--- config.mk ---
export PLATFORM = sky130hd
export DESIGN_NAME = udp_port_sched
export DESIGN_NICKNAME = d
export VERILOG_FILES = /design/src/rtl/udp_sched_pkg.sv /design/src/rtl/port_cam_match.sv /design/src/rtl/udp_port_sched.sv
export SDC_FILE = /design/constraint.sdc
export NUM_CORES = 1
export LEC_CHECK = 0
export ABC_CLOCK_PERIOD_IN_PS = 3500
export CORE_MARGIN = 5
export CORE_UTILIZATION = 50
export DETAILED_ROUTE_END_ITERATION = 6
export MAX_ROUTING_LAYER = met4
export PLACE_DENSITY_LB_ADDON = 0.1
export SKIP_CTS_REPAIR_TIMING = 1
export SYNTH_ARGS = -nofsm -noshare
export SYNTH_HDL_FRONTEND = slang
export SYNTH_SLANG_ARGS = --single-unit
--- constraint.sdc ---
create_clock -name clk -period 3.5 [get_ports clk]
set_input_delay 0.7 -clock clk [delete_from_list [all_inputs] [get_ports clk]]
set_output_delay 0.7 -clock clk [all_outputs]
set_load 0.02 [all_outputs]
--- src/rtl/udp_sched_pkg.sv ---
// rtl/udp_sched_pkg.sv - shared types and constants for the UDP port scheduler
package udp_sched_pkg;

  localparam int N_CLIENT = 7;
  localparam logic [1:0] CAT_UDP = 2'd3;
  localparam int PORT_MSB_PC_DEF = 36;

  typedef enum logic [2:0] {
    IDLE  = 3'd0,
    WAIT  = 3'd1,
    CAP   = 3'd2,
    MATCH = 3'd3,
    HOLD  = 3'd4
  } state_t;

endpackage

--- src/rtl/port_cam_match.sv ---
// rtl/port_cam_match.sv - 7-way port compare with lowest-index priority
module port_cam_match
  import udp_sched_pkg::*;
(
  input  logic [15:0]                 port,
  input  logic [N_CLIENT-1:0][15:0]   port_tab,
  input  logic [N_CLIENT-1:0]         en,
  output logic [2:0]                  idx,
  output logic                        hit
);

  // Scan from the top down so the lowest matching entry is the last to win.
  always_comb begin
    idx = 3'd0;
    hit = 1'b0;
    for (int i = N_CLIENT - 1; i >= 0; i--) begin
      if (port_tab[i] != 16'd0 && port_tab[i] == port && en[i]) begin
        idx = 3'(i + 1);
        hit = 1'b1;
      end
    end
  end

endmodule

--- src/rtl/udp_port_sched.sv ---
// rtl/udp_port_sched.sv - per-frame UDP destination-port client scheduler
// Optional miss counter (read back on hit_sel=0): define UDP_PORT_SCHED_MISS_EN.
module udp_port_sched
  import udp_sched_pkg::*;
#(
  parameter int port_msb_pc = PORT_MSB_PC_DEF,
  parameter int cnt_w       = 16
) (
  input  logic             clk,
  input  logic             rst,
  input  logic [5:0]       pc,
  input  logic [1:0]       category,
  input  logic [7:0]       idata,
  input  logic             eth_strobe_long,
  input  logic             cfg_we,
  input  logic [2:0]       cfg_addr,
  input  logic [15:0]      cfg_data,
  input  logic [6:0]       client_en,
  output logic [2:0]       udp_sel,
  output logic             sel_valid,
  output logic             cfg_pend,
  input  logic [2:0]       hit_sel,
  output logic [cnt_w-1:0] hit_cnt
);

  localparam logic [5:0]       PC_MSB = 6'(port_msb_pc);
  localparam logic [5:0]       PC_LSB = 6'(port_msb_pc + 1);
  localparam logic [cnt_w-1:0] ONE    = cnt_w'(1);
  localparam logic [cnt_w-1:0] SAT    = {cnt_w{1'b1}};

  state_t                    state;
  logic                      strobe_d;
  logic [7:0]                port_hi, port_lo;
  logic [N_CLIENT-1:0][15:0] port_tab;
  logic [2:0]                pend_addr;
  logic [15:0]               pend_data;
  logic [cnt_w-1:0]          cnt [N_CLIENT];
  logic [2:0]                m_idx;
  logic                      m_hit;
  logic                      udp_hit;
  logic                      to_idle;
  logic                      cfg_ok;
  logic                      wr_en;
  logic [2:0]                wr_addr;
  logic [15:0]               wr_data;

  port_cam_match u_cam (
    .port     ({port_hi, port_lo}),
    .port_tab (port_tab),
    .en       (client_en),
    .idx      (m_idx),
    .hit      (m_hit)
  );

  assign udp_hit = (category == CAT_UDP) && m_hit;
  assign to_idle = !eth_strobe_long && (state == WAIT || state == CAP || state == HOLD);
  assign cfg_ok  = cfg_we && (cfg_addr != 3'd0);

  // A write arriving on the commit edge itself supersedes the pending one.
  always_comb begin
    wr_en   = 1'b0;
    wr_addr = pend_addr;
    wr_data = pend_data;
    if (state == IDLE || (to_idle && cfg_ok)) begin
      wr_en   = cfg_ok;
      wr_addr = cfg_addr;
      wr_data = cfg_data;
    end else if (to_idle && cfg_pend) begin
      wr_en = 1'b1;
    end
  end

  always_ff @(posedge clk) begin
    if (rst) begin
      state     <= IDLE;
      strobe_d  <= 1'b0;
      port_hi   <= 8'd0;
      port_lo   <= 8'd0;
      udp_sel   <= 3'd0;
      sel_valid <= 1'b0;
    end else begin
      strobe_d <= eth_strobe_long;
      case (state)
        IDLE:
          if (eth_strobe_long && !strobe_d) state <= WAIT;
        WAIT:
          if (!eth_strobe_long) begin
            state <= IDLE;
          end else if (pc == PC_MSB) begin
            port_hi <= idata;
            state   <= CAP;
          end
        CAP:
          if (!eth_strobe_long) begin
            state <= IDLE;
          end else if (pc == PC_LSB) begin
            port_lo <= idata;
            state   <= MATCH;
          end
        MATCH: begin
          udp_sel   <= udp_hit ? m_idx : 3'd0;
          sel_valid <= 1'b1;
          state     <= HOLD;
        end
        HOLD:
          if (!eth_strobe_long) begin
            udp_sel   <= 3'd0;
            sel_valid <= 1'b0;
            state     <= IDLE;
          end
        default: state <= IDLE;
      endcase
    end
  end

  always_ff @(posedge clk) begin
    if (rst) begin
      port_tab  <= '0;
      cfg_pend  <= 1'b0;
      pend_addr <= 3'd0;
      pend_data <= 16'd0;
    end else begin
      for (int i = 0; i < N_CLIENT; i++) begin
        if (wr_en && wr_addr == 3'(i + 1)) port_tab[i] <= wr_data;
      end
      if (state == IDLE || to_idle) begin
        cfg_pend <= 1'b0;
      end else if (cfg_ok) begin
        cfg_pend  <= 1'b1;
        pend_addr <= cfg_addr;
        pend_data <= cfg_data;
      end
    end
  end

`ifdef UDP_PORT_SCHED_MISS_EN
  logic [cnt_w-1:0] miss_cnt;

  always_ff @(posedge clk) begin
    if (rst) begin
      miss_cnt <= '0;
    end else if (state == MATCH && category == CAT_UDP && !m_hit && miss_cnt != SAT) begin
      miss_cnt <= miss_cnt + ONE;
    end
  end
`endif

  always_ff @(posedge clk) begin
    if (rst) begin
      for (int i = 0; i < N_CLIENT; i++) cnt[i] <= '0;
    end else if (state == MATCH && udp_hit) begin
      for (int i = 0; i < N_CLIENT; i++) begin
        if (m_idx == 3'(i + 1) && cnt[i] != SAT) cnt[i] <= cnt[i] + ONE;
      end
    end
  end

  always_ff @(posedge clk) begin
    if (rst) begin
      hit_cnt <= '0;
    end else begin
`ifdef UDP_PORT_SCHED_MISS_EN
      hit_cnt <= miss_cnt;
`else
      hit_cnt <= '0;
`endif
      for (int i = 0; i < N_CLIENT; i++) begin
        if (hit_sel == 3'(i + 1)) hit_cnt <= cnt[i];
      end
    end
  end

endmodule

== Word-level counts from Yosys, hierarchy flattened ==
Memories as Yosys holds them, arrays and structs flattened.
Cells that the tools add are included.

* Register bits: 172
* RAM bits: 112
* Bits of input ports: 49
* Output and inout port bits: 21
* Word-level logic and storage cells: 209
* Memories: 1

* $add $sub $neg: 7
* Equality and inequality tests: 46
* Mux-type cells: 73
* Bitwise logic cells: 8
* Reduce and logical (&&, ||, !) cells: 57

{| class="wikitable"
|+ Memory list
! name !! words !! width !! read ports !! clocked after memory_dff !! write ports !! line !! text
|-
| cnt || 7 || 16 || 7 || 0 || 7 || udp_port_sched.sv:37 || <nowiki>logic [cnt_w-1:0] cnt [N_CLIENT];</nowiki>
|}

{| class="wikitable"
|+ Operators by type and width
! kind !! number
|-
| $mux 16 || 15
|-
| $add 16x1->16 const B || 7
|-
| $eq 16x16->1 || 7
|-
| $ne 16x16->1 const B || 7
|-
| $reduce_bool 16->1 || 7
|-
| $mux 3 || 15
|-
| $mux 1 || 40
|-
| $eq 3x3->1 const B || 13
|-
| $logic_and 1x1->1 || 35
|-
| $eq 3x2->1 const B || 8
|-
| $pmux 3 s5 || 1
|-
| $eq 3x1->1 const B || 4
|-
| $eq 6x6->1 const B || 2
|-
| $or 1x1->1 || 7
|-
| $ne 3x2->1 const B || 2
|-
| $pmux 3 s2 || 1
|-
| $reduce_and 3->1 || 2
|-
| $logic_or 1x1->1 || 4
|-
| $reduce_and 2->1 || 2
|-
| $reduce_and 4->1 || 1
|-
| $logic_not 3->1 || 1
|-
| $reduce_bool 3->1 || 1
|-
| $eq 2x2->1 const B || 1
|-
| $logic_not 1->1 || 2
|-
| 6 further kinds || 6
|}

== Logic depth before layout (Yosys ltp) ==
Gate-level depths: netlist (run 1).

* Depth in word-level cells: 17
* Gate-level depth with buffers: 10
* Depth with buffers taken out: 8

== Modules after synthesis ==
From an unflattened synthesis (run 1), not the netlist that was laid out.

* Cells, all modules: 1,501
* Area total of the unflattened synthesis: 15,197.1 um2

{| class="wikitable"
|+ Modules (own cells, without submodules)
! module !! times used !! cells each !! area an instance (um2) !! seq. area each (um2)
|-
| udp_port_sched || 1 || 1,282 || 13,570.5 || 6,806.5
|-
| port_cam_match || 1 || 219 || 1,626.6 || 0.0
|}

== Least setup slack after synthesis (run 1) ==
No wires, ideal clock.

* Kind: reg2reg
* Start point: register port_lo[7]
* End point: memory cnt[4][0], enable pin
* Library setup time: 411 ps
* Arrival time: 3,330 ps
* Data required time: 3,089 ps
* Path slack: -241 ps
* Cell stages (with the launch flop): 10
* Path buffers: 2
* Period minus slack after synthesis: 3,741 ps
* Path through: dfxtp_1 -> buf_2 -> xor2_1 -> nor4b_1 -> nand3_1 -> or4_1 -> a32oi_1 -> o211ai_2 -> buf_4 -> o21ai_0

{| class="wikitable"
|+ RTL lines
! element !! line !! text
|-
| start, declared || udp_port_sched.sv:33 || <nowiki>logic [7:0] port_hi, port_lo;</nowiki>
|-
| start signal, assigned || udp_port_sched.sv:97 || <nowiki>port_lo <= idata;</nowiki>
|-
| end, declared || udp_port_sched.sv:37 ||
|}

==> results of run 1 <==
[power by group through the flow]
stage,clock (mW),combinational [mW],sequential [mW]
floorplan,0,0.545,3.69
global placement,0,0.823,3.71
detailed placement,0,0.832,3.71
CTS,3.75,0.835,3.64
global route,3.89,0.898,3.65
finish,3.68,0.837,3.64
[synthesized netlist by cell type, drive strengths merged (2+ instances only)]
cell type,n,area share
and2,8,0.0032
nor4,51,0.025
o22ai,2,0.0012
maj3,2,0.0013
nand2b,3,0.0012
edfxtp,112,0.22
and4,14,0.0079
nand4,41,0.017
nand3b,2,0.00097
mux2,111,0.081
clkbuf,49,0.012
mux4,15,0.022
nor2,165,0.044
a221oi,17,0.0096
nor3,41,0.014
nand3,73,0.024
o21ai,24,0.0080
ha,7,0.0056
buf,37,0.017
a21oi,26,0.0084
nand4b,3,0.0017
nand2,121,0.029
inv,15,0.0036
mux2i,33,0.021
nor2b,105,0.043
or3,2,0.00081
or4,4,0.0024
xor2,88,0.050
a31oi,6,0.0024
o31ai,3,0.0015
xnor2,122,0.069
nor3b,4,0.0019
and3,28,0.011
nor4b,13,0.0077
or2,4,0.0016
a41oi,2,0.0011
a32o,2,0.0013
dfxtp,172,0.22
[how the worst min path moves through the flow]
| stage | end | cells past startpoint |
|---|---|---|
| after CTS | pend_data[7]$_SDFFE_PP0P_ | 2 |
| after floorplan | pend_addr[2]$_SDFFE_PP0P_ | 2 |
| after detailed placement | pend_data[7]$_SDFFE_PP0P_ | 2 |
| after global routing | pend_data[4]$_SDFFE_PP0P_ | 2 |
| final | pend_data[7]$_SDFFE_PP0P_ | 2 |
| after global placement | pend_data[0]$_SDFFE_PP0P_ | 2 |
[metal layers]
metal | share of wire | track usage | vias up
li1 | - | - | 5644
met1 | 0.44 | 0.321 | 5709
met2 | 0.47 | 0.392 | 351
met3 | 0.044 | 0.0296 | 84
met4 | 0.038 | 0.0924 | 0
met5 | 0 | - | -
[worst min-delay path, stage by stage (launching register included)]
cell	delay, ns
dfxtp_1	0.30
nand2_1	0.05
a21oi_1	0.05
[registers in the layout, indices dropped and copies added, names as in the netlist]
register   count
cnt          112
port_tab     112
hit_cnt       16
pend_data     16
port_hi        8
port_lo        8
pend_addr      3
state          3
udp_sel        3
cfg_pend       1
sel_valid      1
strobe_d       1
[layout by cell type (no fill, tap or decap), types with 6 or more instances in the layout]
master           instances
dfxtp_1                172
nor2_1                 154
xnor2_1                122
nand2_1                120
edfxtp_1               112
mux2_2                 111
nor2b_1                104
xor2_1                  88
nand3_1                 72
clkdlybuf4s50_1         67
buf_4                   49
nand4_1                 41
nor4_1                  40
nor3_1                  40
clkbuf_16               37
mux2i_1                 33
and3_1                  28
a21oi_1                 26
o21ai_0                 21
a221oi_1                17
inv_1                   15
mux4_2                  15
and4_1                  14
nor4b_1                 12
nor4_2                  11
clkbuf_8                11
nor2_4                   8
ha_1                     7
clkbuf_1                 7
and2_1                   6
a31oi_1                  6
[cell families (layout without fill, tap and decap cells)]
group / after synthesis / in the layout / share of synthesized area
AO/OA/AOI/OAI: 94 / 94 / 0.0412
buffers and inverters: 102 / 200 / 0.0324
AND/OR/NAND/NOR: 686 / 686 / 0.238
multiplexers: 159 / 159 / 0.124
adder cells (fa/ha/maj): 9 / 9 / 0.00694
XOR/XNOR: 210 / 210 / 0.119
flip-flops: 284 / 284 / 0.439
[final cells by class]
type	count	area (um^2)	share of cell area
clock buffer	55	1100	0.0617
tap	396	495	0.0277
timing repair buffer	122	1130	0.0634
sequential	284	6810	0.380
inverter	16	60.1	0.00336
clock inverter	7	83.8	0.00468
multi-input combinational	1158	8210	0.459
[stage by stage]
stage	util	power (mW)	hold WS, ns
floorplan	-	4.24	0.433
global placement	0.546	4.53	0.442
detailed placement	0.546	4.54	0.448
CTS	0.585	8.22	0.456
global route	0.585	8.44	0.482
finish	0.585	8.15	0.453
==> impl_metrics.py, run 1 <==
metrics = {
    "run_status": {
        "outcome": "completed",
    },
    "floorplanning": {
        "ios": 70,
        "die_area_mm2": 0.0347,
        "std_cell_rows": 64,
        "fp.coreArea_mm2": 0.0306,
        "die_w_um": 186,
        "initial_core_util": 0.507,
        "die_y_um": 186,
    },
    "critical_path": {
        "start_kind": "register",
        "slowest_delay_ns": 0.74,
        "reg2reg_depth": 9,
        "cp_max_fo": 16,
        "r2r_setup_slack_ns": 0.42,
        "slowest_stage": "dfxtp_1",
        "worst-path-stages": 9,
        "cpMostUsedCell": "buf_4",
        "worstSetupEndpointType": "register",
        "crit_type": "reg2reg",
        "worstPathArrival_ns": 3.43,
        "crit_family": "simple AND/OR/NAND/NOR gates",
        "worst-endpoint-required_ns": 3.85,
        "critPathLaunch": "port_hi[4]$_SDFFE_PP0P_",
        "crit_end": "cnt[3][5]$_SDFFCE_PN0P_",
        "worstReg2RegStart": "port_hi[4]$_SDFFE_PP0P_",
        "path_cells": "buf_4, xor2_1, nor4bb_1, and4_1, a31oi_1, buf_4, nand3b_1, or4_4, nor2_1",
        "critPathBufInv": 2,
        "timing.rr.end": "cnt[3][5]$_SDFFCE_PN0P_",
    },
    "timing": {
        "fin_tns_setup_ns": 0,
        "finalSetupViolCount": 0,
        "rsz0062_at_grt": "no",
        "slew_viol_final": 0,
        "layout_min_cycle_time_ns": 3.08,
        "worst_pin_slew_ns": 1.08,
        "layout_setup_ws_ns": 0.418,
        "slew_headroom": 0.276,
        "fin_crit_sh": 0.881,
        "fmax_mhz": 324,
        "skew_ns": 0.0188,
        "hold_viol": 0,
    },
    "synth": {
        "synth_seq_cells": 284,
        "post_synth.cell_area_avg_um2": 10.0,
        "syn_area_mm2": 0.0155,
        "synth-seq-area-share": 0.439,
        "synth.distinct_cells": 71,
        "synth_cells": 1544,
        "yosysWarnings": 0,
        "async_flop_share": 0,
        "synth_top_flop_cell": "dfxtp_1",
        "synth_edf_count": 112,
        "syn_nets": 1600,
    },
    "power_and_ir_drop": {
        "combPwrFrac": 0.103,
        "power.density_mw_per_mm2": 456,
        "p_clk_frac": 0.451,
        "switching_share": 0.239,
        "p_leak_nw": 6.70,
        "vdd_drop_max_v": 0.000383,
        "seq_power_share": 0.447,
        "intPower_mw": 6.20,
        "p_sw_mw": 1.95,
    },
    "drt": {
        "ant_nets": 0,
        "drc_errors": 0,
        "drtIter0Drc": 911,
        "wl_mm": 41.5,
        "first_pass_iters": 5,
        "viasPerCell": 5.78,
        "wl_per_cell_um": 20.4,
        "num_vias": 11800,
    },
    "grt": {
        "grt_pass1_wl_mm": 64.4,
        "grt_max_degree": 59,
        "grt-ovfl-total": 0,
        "grt_use_total": 0.245,
        "antenna_found_initial": 0,
        "grt_pass1_vias": 11500,
    },
    "cts": {
        "cts-htree-levels": 2,
        "clock_path_buffers": 3,
        "cts_tree": "done",
        "clock-sinks": 284,
        "path_clk_slew_ns": 0.06,
        "worstSkewPairLatency_ns": 0.51,
        "cts-root-buf": "clkbuf_16",
        "cts_buffers": 34,
    },
    "placement": {
        "dpl.hpwl_mm": 29.0,
        "finalWeightedCongestion": 0.918,
        "place_ws_ns": 0.167,
        "port_buffers": 69,
        "place_area_mm2": 0.0167,
        "post-place-cells": 1976,
    },
    "worst_hold_path": {
        "hold_path_class": "reg2reg",
        "worstHoldStart": "pend_data[7]$_SDFFE_PP0P_",
    },
    "layout": {
        "fin_cells": 2038,
        "fin_nets": 1672,
        "stdcell_area_mm2": 0.0179,
        "syn2layout_area_growth_pct": 15.3,
        "fillers": 2694,
        "antenna_cells": 0,
        "drive_gt1_frac": 0.167,
    },
    "flow_run": {
        "maxCapViolCount": 0,
    },
}
No activity file was read; power rests on OpenSTA's default activity.
==> inputs of run 2 (changes only) <==
- ABC_AREA: default -> 1
==> run 2 against run 1 <==
Compared with the run above:
- sequential power increased by 13%
- clock skew increased by 0.0022 ns
- setup slack improved by 0.097 ns
- critical endpoint is now cnt[0][9]$_SDFFCE_PN0P_
- hold slack improved by 0.016 ns
- synthesized cell count increased by 50%
- register-to-register slack improved by 0.097 ns
- synthesized area increased by 7.3%
==> impl_metrics.py, run 2 <==
metrics = {
    "run_status": {
        "outcome": "completed",
    },
    "timing": {
        "fmax_mhz": 335,
        "slew_viol_final": 0,
        "layout_setup_ws_ns": 0.515,
        "finalSetupViolCount": 0,
        "fin_tns_setup_ns": 0,
        "slew_headroom": 0.452,
        "layout_min_cycle_time_ns": 2.98,
        "fin_crit_sh": 0.853,
        "hold_viol": 0,
        "skew_ns": 0.0209,
        "rsz0062_at_grt": "no",
        "worst_pin_slew_ns": 0.799,
        "whs_ns": 0.469,
    },
    "floorplanning": {
        "die_y_um": 192,
        "ios": 70,
        "die_w_um": 192,
        "initial_core_util": 0.509,
        "std_cell_rows": 66,
        "fp.coreArea_mm2": 0.0327,
        "die_area_mm2": 0.0370,
    },
    "critical_path": {
        "cp_max_fo": 16,
        "start_kind": "register",
        "r2r_setup_slack_ns": 0.52,
        "critPathBufInv": 4,
        "slowest_stage": "dfxtp_1",
        "worst-endpoint-required_ns": 3.70,
        "path_cells": "inv_2, nand2_1, nand2_1, nor2_1, nand2_1, nor2_1, nand3_1, nand2_1, inv_1, nand2_1, nand2_2, nand2_4, inv_2, nor2_1, nand2_1, nand2_1, buf_4",
        "reg2reg_depth": 17,
        "crit_type": "reg2reg",
        "timing.rr.end": "cnt[0][9]$_SDFFCE_PN0P_",
        "worstSetupEndpointType": "register",
        "cpMostUsedCell": "nand2_1",
        "crit_family": "simple AND/OR/NAND/NOR gates",
        "worstPathArrival_ns": 3.18,
        "slowest_delay_ns": 0.55,
        "worstReg2RegStart": "port_lo[0]$_SDFFE_PP0P_",
    },
    "synth": {
        "synth_edf_count": 112,
        "yosys.area.top_type": "dfxtp_1",
        "syn_area_mm2": 0.0166,
        "synth_top_flop_cell": "dfxtp_1",
        "synth_seq_cells": 284,
        "synth_cells": 2311,
        "synth.most_common_cell": "nand2_1",
        "post_synth.cell_area_avg_um2": 7.20,
        "syn_nets": 2367,
        "synth_common_cells": "nand2_1 (555), nor2_1 (439), inv_1 (267)",
        "synth-seq-area-share": 0.409,
        "async_flop_share": 0,
        "yosysWarnings": 0,
        "yosys-top-cells-area": "dfxtp_1 (21%), edfxtp_1 (20%), nand2_1 (13%), nor2_1 (9.9%), inv_1 (6.0%)",
        "synth.distinct_cells": 51,
        "synth_top_area_share": 0.207,
    },
    "power_and_ir_drop": {
        "total_power_mw": 12.7,
        "vdd_drop_max_v": 0.000643,
        "p_leak_nw": 8.33,
        "power.density_mw_per_mm2": 656,
    },
    "layout": {
        "final_common_cell": "nand2_1",
        "syn2layout_area_growth_pct": 15.9,
        "layout_common_cells": "nand2_1 (555), nor2_1 (439), inv_1 (266), dfxtp_1 (172), edfxtp_1 (112)",
        "antenna_cells": 0,
        "top_regs": "cnt x112, port_tab x112",
        "drive_gt1_frac": 0.0978,
        "stdcell_area_mm2": 0.0193,
        "fin_nets": 2465,
    },
    "drt": {
        "wl_per_cell_um": 18.4,
        "viasPerCell": 5.35,
        "drtIter0Drc": 1359,
        "num_vias": 15400,
        "drc_errors": 0,
        "first_pass_iters": 5,
        "ant_nets": 0,
        "wl_mm": 53.0,
    },
    "grt": {
        "grt-ovfl-total": 0,
        "grt_use_total": 0.295,
        "grt_pass1_vias": 14300,
        "grt_max_degree": 64,
        "grt_pass1_wl_mm": 81.8,
        "antenna_found_initial": 0,
    },
    "cts": {
        "path_clk_slew_ns": 0.06,
        "cts_tree": "done",
        "cts-root-buf": "clkbuf_16",
        "clock_path_buffers": 3,
        "worstSkewPairLatency_ns": 0.53,
        "cts-htree-levels": 2,
        "cts_buffers": 35,
        "clock-sinks": 284,
    },
    "flow_run": {
        "maxCapViolCount": 0,
    },
    "worst_hold_path": {
        "min_to": "sel_valid$_SDFFE_PP0P_",
        "hold_path_class": "reg2reg",
        "worstHoldStart": "sel_valid$_SDFFE_PP0P_",
        "hold_depth": 2,
    },
    "placement": {
        "dpl.hpwl_mm": 37.8,
        "port_buffers": 69,
        "finalWeightedCongestion": 0.972,
        "place_area_mm2": 0.0180,
        "place_ws_ns": 0.272,
    },
}
-- run 2: cells by family after synthesis --
family	after synthesis	synth area share
AO/OA/AOI/OAI	292	0.108
XOR/XNOR	84	0.0442
adder cells (fa/ha/maj)	7	0.00526
buffers and inverters	362	0.0910
flip-flops	284	0.409
multiplexers	16	0.00962
AND/OR/NAND/NOR	1266	0.333
-- run 2: report_power, final --
group	total (mW)	switching, mW	internal (mW)
Combinational	4.70	3.16	1.54
Clock	3.85	1.44	2.41
Sequential	4.11	0.320	3.79
Total	12.7	4.92	7.74
-- run 2: cell type report --
type                            count  area (um^2)
Tap cell                          442          553
Clock buffer                       51         1100
Fill cell                        3146        13400
Timing Repair Buffer              138         1290
Sequential cell                   284         6810
Multi-Input combinational cell   1665         8330
Clock inverter                     11          136
Inverter                          285         1070
-- run 2: how the worst max path moves through the flow --
stage / start / cells past startpoint / slack [ns] / end
after floorplan: client_en[1] / 12 / 1.03 / cnt[1][0]$_SDFFCE_PN0P_
after global placement: client_en[5] / 14 / 0.27 / cnt[6][4]$_SDFFCE_PP0P_
after detailed placement: client_en[4] / 13 / 0.27 / cnt[4][15]$_SDFFCE_PN0P_
after CTS: port_lo[0]$_SDFFE_PP0P_ / 14 / 0.56 / cnt[4][15]$_SDFFCE_PN0P_
after global routing: port_lo[0]$_SDFFE_PP0P_ / 14 / 0.25 / cnt[4][1]$_SDFFCE_PN0P_
final: port_lo[0]$_SDFFE_PP0P_ / 17 / 0.52 / cnt[0][9]$_SDFFCE_PN0P_
-- run 2: layer usage --
metal  share of wire  global-route usage  up-vias
met1            0.47               0.419     7092
li1                -                   -     7705
met4           0.027              0.0820        0
met5               0                   -        -
met2            0.43               0.436      505
met3           0.075              0.0525       94
-- run 2: per-stage QoR --
| stage | std cells | utilization |
|---|---|---|
| 3_3_place_gp | 2814 | 0.552 |
| 5_1_grt | 2876 | 0.590 |
| 2_1_floorplan | 2311 | - |
| 6_report | 2876 | 0.590 |
| 4_1_cts | 2876 | 0.590 |
| 3_5_place_dp | 2814 | 0.552 |
-- run 2: worst register-to-register path, cell delays in order (launching register included) --
cell and delay (ns):
dfxtp_1 0.55, inv_2 0.25, nand2_1 0.14, nand2_1 0.06, nor2_1 0.11, nand2_1 0.10
nor2_1 0.11, nand3_1 0.22, nand2_1 0.16, inv_1 0.06, nand2_1 0.07, nand2_2 0.06
nand2_4 0.14, inv_2 0.07, nor2_1 0.17, nand2_1 0.08, nand2_1 0.06, buf_4 0.26
==> inputs of run 3 (changes only) <==
- CORE_ASPECT_RATIO: default -> 1.5
==> run 3 against run 2 <==
Compared with the run above:
- first-iteration DRC count fell by 28%
- critical path depth stayed put
- routed wire length is 0.59% lower
- hold slack got worse by 0.012 ns
- via count fell by 1.6%
- fmax fell by 0.95%
- non-clock buffer count shrank 1
- cell area shrank 1.4%
- clock power shrank 12%
- clock skew down 0.010 ns
- largest cell class unchanged
- highest routed layer unchanged
==> impl_metrics.py, run 3 (same netlist as run 2, synthesis figures left out) <==
metrics = {
    "timing": {
        "hold_viol": 0,
        "worst_pin_slew_ns": 1.02,
        "layout_min_cycle_time_ns": 3.01,
        "fmax_mhz": 332,
        "finalSetupViolCount": 0,
        "rsz0062_at_grt": "no",
        "fin_crit_sh": 0.861,
        "skew_ns": 0.0106,
        "layout_setup_ws_ns": 0.486,
        "slew_headroom": 0.323,
        "slew_viol_final": 0,
        "fin_tns_setup_ns": 0,
    },
    "cts": {
        "cts_buffers": 31,
        "worstSkewPairLatency_ns": 0.58,
        "clock_path_buffers": 3,
        "clock-sinks": 284,
        "cts-htree-levels": 1,
        "cts-root-buf": "clkbuf_16",
        "path_clk_slew_ns": 0.06,
        "cts_tree": "done",
    },
    "critical_path": {
        "critPathBufInv": 4,
        "slowest_stage": "dfxtp_1",
        "cpMostUsedCell": "nand2_1",
        "cp_max_fo": 16,
        "slowest_delay_ns": 0.63,
        "worstPathArrival_ns": 3.28,
        "worst-endpoint-required_ns": 3.77,
        "crit_family": "simple AND/OR/NAND/NOR gates",
        "start_kind": "register",
        "crit_type": "reg2reg",
        "worstSetupEndpointType": "register",
        "path_cells": "inv_2, nand2_1, nand2_1, nor2_1, nand2_1, nor2_1, nand3_1, nand2_1, inv_1, nand2_1, nand2_2, nand2_4, inv_2, nor2_1, nand2_1, nand2_1, buf_4",
    },
    "floorplanning": {
        "die_w_um": 159,
        "die_y_um": 233,
        "std_cell_rows": 82,
        "initial_core_util": 0.502,
        "ios": 70,
        "fp.coreArea_mm2": 0.0331,
        "die_area_mm2": 0.0371,
    },
    "layout": {
        "fin_nets": 2460,
        "layout_common_cells": "nand2_1 (555), nor2_1 (439), inv_1 (266), dfxtp_1 (172), edfxtp_1 (112)",
        "syn2layout_area_growth_pct": 14.2,
        "final_common_cell": "nand2_1",
        "top_regs": "cnt x112, port_tab x112",
        "drive_gt1_frac": 0.0951,
        "stdcell_area_mm2": 0.0190,
        "antenna_cells": 0,
        "fillers": 3220,
    },
    "drt": {
        "viasPerCell": 5.32,
        "ant_nets": 0,
        "first_pass_iters": 5,
        "drtIter0Drc": 981,
        "wl_mm": 52.7,
        "wl_per_cell_um": 18.5,
        "num_vias": 15200,
        "drc_errors": 0,
    },
    "power_and_ir_drop": {
        "vdd_drop_max_v": 0.000683,
        "power.density_mw_per_mm2": 636,
        "combPwrFrac": 0.382,
        "p_clk_frac": 0.279,
        "p_sw_mw": 4.87,
        "p_leak_nw": 8.19,
        "total_power_mw": 12.1,
        "switching_share": 0.403,
        "intPower_mw": 7.22,
        "seq_power_share": 0.338,
    },
    "placement": {
        "place_area_mm2": 0.0180,
        "finalWeightedCongestion": 0.999,
        "dpl.hpwl_mm": 38.2,
        "place_ws_ns": 0.330,
        "port_buffers": 69,
    },
    "grt": {
        "grt_pass1_wl_mm": 80.0,
        "grt-ovfl-total": 0,
        "grt_use_total": 0.283,
        "grt_pass1_vias": 14600,
        "grt_max_degree": 88,
        "antenna_found_initial": 0,
    },
    "flow_run": {
        "maxCapViolCount": 0,
    },
    "worst_hold_path": {
        "hold_path_class": "reg2reg",
    },
    "run_status": {
        "outcome": "completed",
    },
}
==> run 3: cell count changes in the layout (fill, tap and decap cells not counted) <==
cell / change
inv_6: +6
buf_4: +2
buf_12: -3
clkbuf_8: -5
clkbuf_16: -8
clkinvlp_4: +4
clkinv_1: +1
clkinv_2: -3
==> run 3: worst reg2reg max path, cell delays in order, from the launching register on <==
cell	delay (ns)
dfxtp_1	0.63
inv_2	0.31
nand2_1	0.17
nand2_1	0.07
nor2_1	0.10
nand2_1	0.07
nor2_1	0.10
nand3_1	0.16
nand2_1	0.13
inv_1	0.06
nand2_1	0.07
nand2_2	0.07
nand2_4	0.14
inv_2	0.07
nor2_1	0.14
nand2_1	0.07
nand2_1	0.06
buf_4	0.25
==> run 3: power groups by stage <==
stage          registers (mW)  logic [mW]  clock network (mW)
2_1_floorplan            4.09        3.18                   0
3_3_place_gp             4.14        4.57                   0
3_5_place_dp             4.15        4.60                   0
4_1_cts                  4.08        4.62                3.43
5_1_grt                  4.14        5.06                3.57
6_report                 4.09        4.62                3.38
==> run 3: stage by stage <==
step	util	hold WS, ns	cells
6_report	0.574	0.457	2848
5_1_grt	0.574	0.501	2848
4_1_cts	0.574	0.463	2848
3_5_place_dp	0.542	0.454	2791
3_3_place_gp	0.542	0.454	2791
2_1_floorplan	-	0.478	2311
==> run 3: path summary, 6_finish.rpt <==
path | from | endpoint | slack [ns] | depth (start not counted)
worst max-delay path | port_lo[0]$_SDFFE_PP0P_ | cnt[4][11]$_SDFFCE_PN0P_ | 0.49 | 17
worst min-delay path | sel_valid$_SDFFE_PP0P_ | sel_valid$_SDFFE_PP0P_ | 0.46 | 2
worst max register to register | port_lo[0]$_SDFFE_PP0P_ | cnt[4][11]$_SDFFCE_PN0P_ | 0.49 | 17
worst min register to register | sel_valid$_SDFFE_PP0P_ | sel_valid$_SDFFE_PP0P_ | 0.46 | 2
==> run 3: cell type report <==
cell class              count  area, um^2  area share
multi-input cells        1665        8330       0.438
repair buffers            137        1250      0.0657
clock buffers              38         833      0.0438
flip-flops and latches    284        6810       0.358
inverters                 285        1070      0.0563
clock inverters            19         208      0.0109
well taps                 420         526      0.0276
==> run 3: layer usage <==
metal	up-vias	share of wire	track usage
li1	7668	-	-
met1	6849	0.38	0.303
met2	433	0.49	0.489
met3	206	0.044	0.0295
met4	0	0.085	0.203
met5	-	0	-
